[config.mk]
export PLATFORM = sky130hd
export DESIGN_NAME = uart_rx_fact_engine
export DESIGN_NICKNAME = d
export VERILOG_FILES = /design/src/rtl/uart_rx_fact_engine.sv
export SDC_FILE = /design/constraint.sdc
export NUM_CORES = 1
export LEC_CHECK = 0
export BUFFER_PORTS_ARGS = -buffer_cell sky130_fd_sc_hd__buf_4
export CAP_MARGIN = 20
export CORE_MARGIN = 4
export CORE_UTILIZATION = 58
export CTS_CLUSTER_SIZE = 8
export DETAILED_ROUTE_END_ITERATION = 10
export PLACE_DENSITY = 0.74
export REMOVE_ABC_BUFFERS = 1
export SYNTH_ARGS = -nofsm -noshare
export SYNTH_HDL_FRONTEND = slang
export SYNTH_SLANG_ARGS = --single-unit
[constraint.sdc]
create_clock -name clk -period 14 [get_ports clk]
set_clock_uncertainty 0.15 [all_clocks]
set_input_delay 0 -clock clk [delete_from_list [all_inputs] [get_ports clk]]
set_output_delay 0 -clock clk [all_outputs]
set_load 0.01 [all_outputs]
[src/rtl/uart_rx_fact_engine.sv]
// UART receiver feeding an iterative n! engine (one multiply per clock).
// Optional parity stage and parity_err output when UART_RX_PARITY_EN is defined.
module uart_rx_fact_engine #(
  parameter int DBIT       = 8,
  parameter int OVERSAMPLE = 16,
  parameter int SB_TICK    = 16,
  parameter int RES_W      = 32
`ifdef UART_RX_PARITY_EN
  , parameter int PARITY_ODD = 0
`endif
) (
  input  logic             clk,
  input  logic             reset,
  input  logic             rx,
  input  logic             s_tick,
  output logic             rx_done_tick,
  output logic [DBIT-1:0]  dout,
  output logic             frame_err,
`ifdef UART_RX_PARITY_EN
  output logic             parity_err,
`endif
  output logic             overrun,
  output logic             busy,
  output logic             res_valid,
  input  logic             res_ready,
  output logic [RES_W-1:0] res_data,
  output logic             res_ovf
);

  localparam int SMAX = (SB_TICK > OVERSAMPLE) ? SB_TICK : OVERSAMPLE;
  localparam int SW   = $clog2(SMAX + 1);
  localparam int NW   = $clog2(DBIT + 1);
  localparam int IW   = DBIT + 1;
  localparam int PW   = RES_W + DBIT;

  localparam logic [SW-1:0] S_HALF = SW'(OVERSAMPLE / 2 - 1);
  localparam logic [SW-1:0] S_BIT  = SW'(OVERSAMPLE - 1);
  localparam logic [SW-1:0] S_STOP = SW'(SB_TICK - 1);
  localparam logic [NW-1:0] N_LAST = NW'(DBIT - 1);

`ifdef UART_RX_PARITY_EN
  typedef enum logic [2:0] {IDLE, START, DATA, PARITY, STOP} rx_state_t;
`else
  typedef enum logic [1:0] {IDLE, START, DATA, STOP} rx_state_t;
`endif
  typedef enum logic [1:0] {F_IDLE, F_CALC, F_HOLD} f_state_t;

  rx_state_t       rx_state, rx_state_n;
  logic [SW-1:0]   s_q, s_n;
  logic [NW-1:0]   n_q, n_n;
  logic [DBIT-1:0] b_q, b_n, dout_n;
  logic            done_n, ferr_n;

`ifdef UART_RX_PARITY_EN
  logic par_q, par_n, perr_n, par_bad;
  assign par_bad = ((^b_q) ^ par_q) != 1'(PARITY_ODD);
`endif

  always_ff @(posedge clk or posedge reset) begin
    if (reset) begin
      rx_state     <= IDLE;
      s_q          <= '0;
      n_q          <= '0;
      b_q          <= '0;
      dout         <= '0;
      rx_done_tick <= 1'b0;
      frame_err    <= 1'b0;
`ifdef UART_RX_PARITY_EN
      par_q        <= 1'b0;
      parity_err   <= 1'b0;
`endif
    end else begin
      rx_state     <= rx_state_n;
      s_q          <= s_n;
      n_q          <= n_n;
      b_q          <= b_n;
      dout         <= dout_n;
      rx_done_tick <= done_n;
      frame_err    <= ferr_n;
`ifdef UART_RX_PARITY_EN
      par_q        <= par_n;
      parity_err   <= perr_n;
`endif
    end
  end

  always_comb begin
    rx_state_n = rx_state;
    s_n        = s_q;
    n_n        = n_q;
    b_n        = b_q;
    dout_n     = dout;
    done_n     = 1'b0;
    ferr_n     = 1'b0;
`ifdef UART_RX_PARITY_EN
    par_n      = par_q;
    perr_n     = 1'b0;
`endif
    unique case (rx_state)
      IDLE: begin
        if (!rx) begin
          rx_state_n = START;
          s_n        = '0;
        end
      end
      START: begin
        if (s_tick) begin
          if (s_q == S_HALF) begin
            s_n        = '0;
            n_n        = '0;
            rx_state_n = rx ? IDLE : DATA;
          end else begin
            s_n = s_q + 1'b1;
          end
        end
      end
      DATA: begin
        if (s_tick) begin
          if (s_q == S_BIT) begin
            s_n = '0;
            b_n = {rx, b_q[DBIT-1:1]};
            if (n_q == N_LAST) begin
`ifdef UART_RX_PARITY_EN
              rx_state_n = PARITY;
`else
              rx_state_n = STOP;
`endif
            end else begin
              n_n = n_q + 1'b1;
            end
          end else begin
            s_n = s_q + 1'b1;
          end
        end
      end
`ifdef UART_RX_PARITY_EN
      PARITY: begin
        if (s_tick) begin
          if (s_q == S_BIT) begin
            s_n        = '0;
            par_n      = rx;
            rx_state_n = STOP;
          end else begin
            s_n = s_q + 1'b1;
          end
        end
      end
`endif
      STOP: begin
        if (s_tick) begin
          if (s_q == S_STOP) begin
            rx_state_n = IDLE;
            ferr_n     = !rx;
`ifdef UART_RX_PARITY_EN
            perr_n     = par_bad;
            if (rx && !par_bad) begin
`else
            if (rx) begin
`endif
              done_n = 1'b1;
              dout_n = b_q;
            end
          end else begin
            s_n = s_q + 1'b1;
          end
        end
      end
      default: rx_state_n = IDLE;
    endcase
  end

  f_state_t        f_state, f_state_n;
  logic [RES_W-1:0] acc;
  logic [IW-1:0]    i_q;
  logic [DBIT-1:0]  n_lat;
  logic             ovf;
  logic [PW-1:0]    prod;
  logic             calc_done;

  // i never exceeds n while multiplying, so its low DBIT bits suffice
  assign prod      = PW'(acc) * PW'(i_q[DBIT-1:0]);
  assign calc_done = i_q > {1'b0, n_lat};

  always_ff @(posedge clk or posedge reset) begin
    if (reset) f_state <= F_IDLE;
    else       f_state <= f_state_n;
  end

  always_comb begin
    f_state_n = f_state;
    unique case (f_state)
      F_IDLE: if (rx_done_tick) f_state_n = F_CALC;
      F_CALC: if (calc_done)    f_state_n = F_HOLD;
      F_HOLD: if (res_ready)    f_state_n = F_IDLE;
      default: f_state_n = F_IDLE;
    endcase
  end

  always_ff @(posedge clk or posedge reset) begin
    if (reset) begin
      acc     <= '0;
      i_q     <= '0;
      n_lat   <= '0;
      ovf     <= 1'b0;
      overrun <= 1'b0;
    end else begin
      if (f_state == F_IDLE && rx_done_tick) begin
        n_lat <= dout;
        acc   <= RES_W'(1);
        i_q   <= IW'(2);
        ovf   <= 1'b0;
      end
      if (f_state == F_CALC && !calc_done) begin
        acc <= prod[RES_W-1:0];
        i_q <= i_q + 1'b1;
        if (|prod[PW-1:RES_W]) ovf <= 1'b1;
      end
      // a dropped byte wins over a same-cycle handshake clear
      if (rx_done_tick && f_state != F_IDLE)
        overrun <= 1'b1;
      else if (f_state == F_HOLD && res_ready)
        overrun <= 1'b0;
    end
  end

  assign busy      = f_state != F_IDLE;
  assign res_valid = f_state == F_HOLD;
  assign res_data  = res_valid ? acc : '0;
  assign res_ovf   = res_valid & ovf;

endmodule

==> results.tsv <==
stage	metric	value	unit
run_status	status	finished, final reports clean	
final_layout	drive_gt1_share	8.25	%
clock_tree	post-cts-setup-buffers	0	
final_layout	antenna_cells	0	
clock_tree	cts_root_buf	clkbuf_16	
clock_tree	worst_skew_pair.late_latency	0.36	ns
synth	synth_seq_area_share	16.9	%
critical_path	worstPathArrival	5.99	ns
floorplanning	core_area	20400	µm²
power	p_comb_share	8.6	%
final_layout	regArea	2050	µm²
global_route	grt_pass1_wl	49100	µm
place	globalplace.congestion	0.874	
critical_path	crit_required	14.07	ns
critical_path	ff2ff_setup_slack	8.07	ns
routing	drtAntennaViolNets	0	
place	dp_slack	8.14	ns
final_layout	multi_input_area	9050	µm²
synth	synthArstFlopShare	100	%
timing	slew_violations	0	
clock_tree	clk_path_buf_depth	2	
global_route	antenna_found_initial	0	
clock_tree	cts_tree	yes	
synth	yosys.cell_types.count	77	
clock_tree	cts_buffers	9	
synth	yosysWarningCount	0	
routing	wirelength	28200	µm
clock_tree	cts.repair.resized	0	
place	io_buffers	50	
timing	period_minus_slack	5.93	ns
synth	postSynthAreaPerCell	8.85	µm²
synth	synth_flop_cell	dfrtp_1	
timing	worstMarginPinSlew	0.744	ns
power	power	0.552	mW
run	cap_violations	0	
timing	fmax	169	MHz
critical_path	ff2ff_path_depth	18	
global_route	grt_pass1_vias	9895	
final_layout	nets	1635	
routing	first_iter_violations	507	
final_layout	fillers	1744	
place	hpwl	21300	µm
timing	whs	0.154	ns
critical_path	critPathMaxFanout	19	
timing	rsz0062_at_grt	no	
routing	avgRoutedWirePerCell	17.1	µm
power	swShare	29.0	%
global_route	grt_max_degree	56	
power	ir_worst_vdd	0.0000758	V
routing	vias	9275	
clock_tree	clkTransAtPathRegs	0.07	ns
floorplanning	rows	52	
floorplanning	die_y	153	µm
synth	netlist_instances	1369	
global_route	grt_overflow	0	
critical_path	cp-end-kind	flop	
synth	netlist_area	12100	µm²
power	internal_power	0.392	mW
floorplanning	die_w	153	µm
critical_path	cp-start-kind	flop	
power	powerDensity	42.5	nW/µm²
power	p_clk_share	44.6	%
final_layout	mostFrequentLayoutCells	and2_1 (243), inv_1 (189), fa_1 (180)	
routing	first_pass_iters	5	
timing	tns	0	ns
critical_path	criticalPathCategory	reg -> reg	
clock_tree	htree_levels	3	
final_layout	area_delta_synth_final	7.14	%
power	p_seq_share	46.8	%
floorplanning	boundaryPins	51	
timing	max_slew_margin	50.4	%
hold_path	hold_path_class	in -> async	
timing	period_share	42.3	%
power	p_leak	6.79	nW
global_route	grt_usage	25.6	%
synth	ys_ff_latch	82	
power	p_sw	0.160	mW
floorplanning	initial_utilization	59.5	%
timing	setup_violations	0	
timing	fin_ws	8.07	ns
clock_tree	cts_sinks	82	
routing	via_per_inst	5.61	
floorplanning	die_area	23300	µm²
final_layout	layout_commonest_cell	and2_1	
routing	drcViolationCount	0	
timing	hold_violations	0	
clock_tree	cts_hold_buf	4	
synth	synth_edf_count	0	
final_layout	final_core_utilization	63.8	%
[state kept, by name, indices dropped and copies added (netlist names), named ones only]
register,flops
n_q,4
b_q,8
overrun,1
f_state,2
dout,8
rx_done_tick,1
frame_err,1
n_lat,8
ovf,1
i_q,9
s_q,5
rx_state,1
acc,32
[logic make-up (layout without fill, tap and decap cells)]
group	after synthesis	count (layout)	share of synthesized area, %
buffers and inverters	262	275	8.42
AND/OR/NAND/NOR	530	530	23.6
AO/OA/AOI/OAI	194	194	10.0
flip-flops	82	82	16.9
multiplexers	14	14	1.26
XOR/XNOR	34	34	2.46
adder cells (fa/ha/maj)	253	253	37.3
[critical path, cell delays in order (launching register included)]
cell       delay (ns)
dfrtp_1          0.68
buf_4            0.36
and2_1           0.19
fa_1             0.41
inv_1            0.08
fa_1             0.45
fa_1             0.53
fa_1             0.54
inv_1            0.05
ha_1             0.41
a21oi_2          0.24
o21bai_1         0.08
a21o_1           0.20
a21oi_1          0.14
nor2_1           0.05
a2111oi_0        0.48
o221ai_1         0.23
nor4_1           0.33
a41oi_1          0.16
[power by group through the flow]
stage          Clock (mW)  Sequential [mW]  Combinational [mW]
6_report            0.246            0.258              0.0475
5_1_grt             0.262            0.261              0.0548
3_5_place_dp            0            0.263              0.0472
2_1_floorplan           0            0.261              0.0340
3_3_place_gp            0            0.262              0.0452
4_1_cts             0.252            0.258              0.0481
[cell type report]
| class | count | area share (%) |
|---|---|---|
| multi-input cells | 1025 | 69.7 |
| repair buffers | 68 | 4.01 |
| clock inverters | 7 | 0.626 |
| flip-flops and latches | 82 | 15.8 |
| clock buffers | 9 | 1.73 |
| well taps | 270 | 2.60 |
| inverters | 191 | 5.53 |
[metal layers]
layer	global-route usage, %	share of wire [%]
met4	6.36	1.9
met5	0	0
met3	3.66	4.4
met1	34.5	44
met2	44.2	49
[Yosys cell counts, types with 15 or more instances]
master    count  share of area (%)
ha_1         73                7.5
a21oi_1      44                1.8
inv_1       190                5.9
a21o_1       15               0.93
xnor2_1      21                1.5
nand2_1     144                4.5
fa_1        180                 30
nor2_1       27               0.84
and2_1      243                 13
o21ai_0      63                2.6
dfrtp_1      82                 17
clkbuf_1     57                1.8
nand3_1      55                2.3
[worst paths after layout]
| kind | from | end |
|---|---|---|
| max | i_q[2] | ovf |
| min | reset | acc[26] |
| max reg2reg | i_q[2] | ovf |
| min reg2reg | n_q[3] | n_q[3] |
| max in group asynchronous | reset | acc[2] |
| min in group clk | res_ready | f_state[1] |
[per-stage QoR]
step | instances | instance area [µm²]
final | 1652 | 13000
after global routing | 1652 | 13000
after CTS | 1651 | 13000
after detailed placement | 1631 | 12600
after global placement | 1631 | 12600
after floorplan | 1298 | 11800
Power figures use the tool's default switching activity.
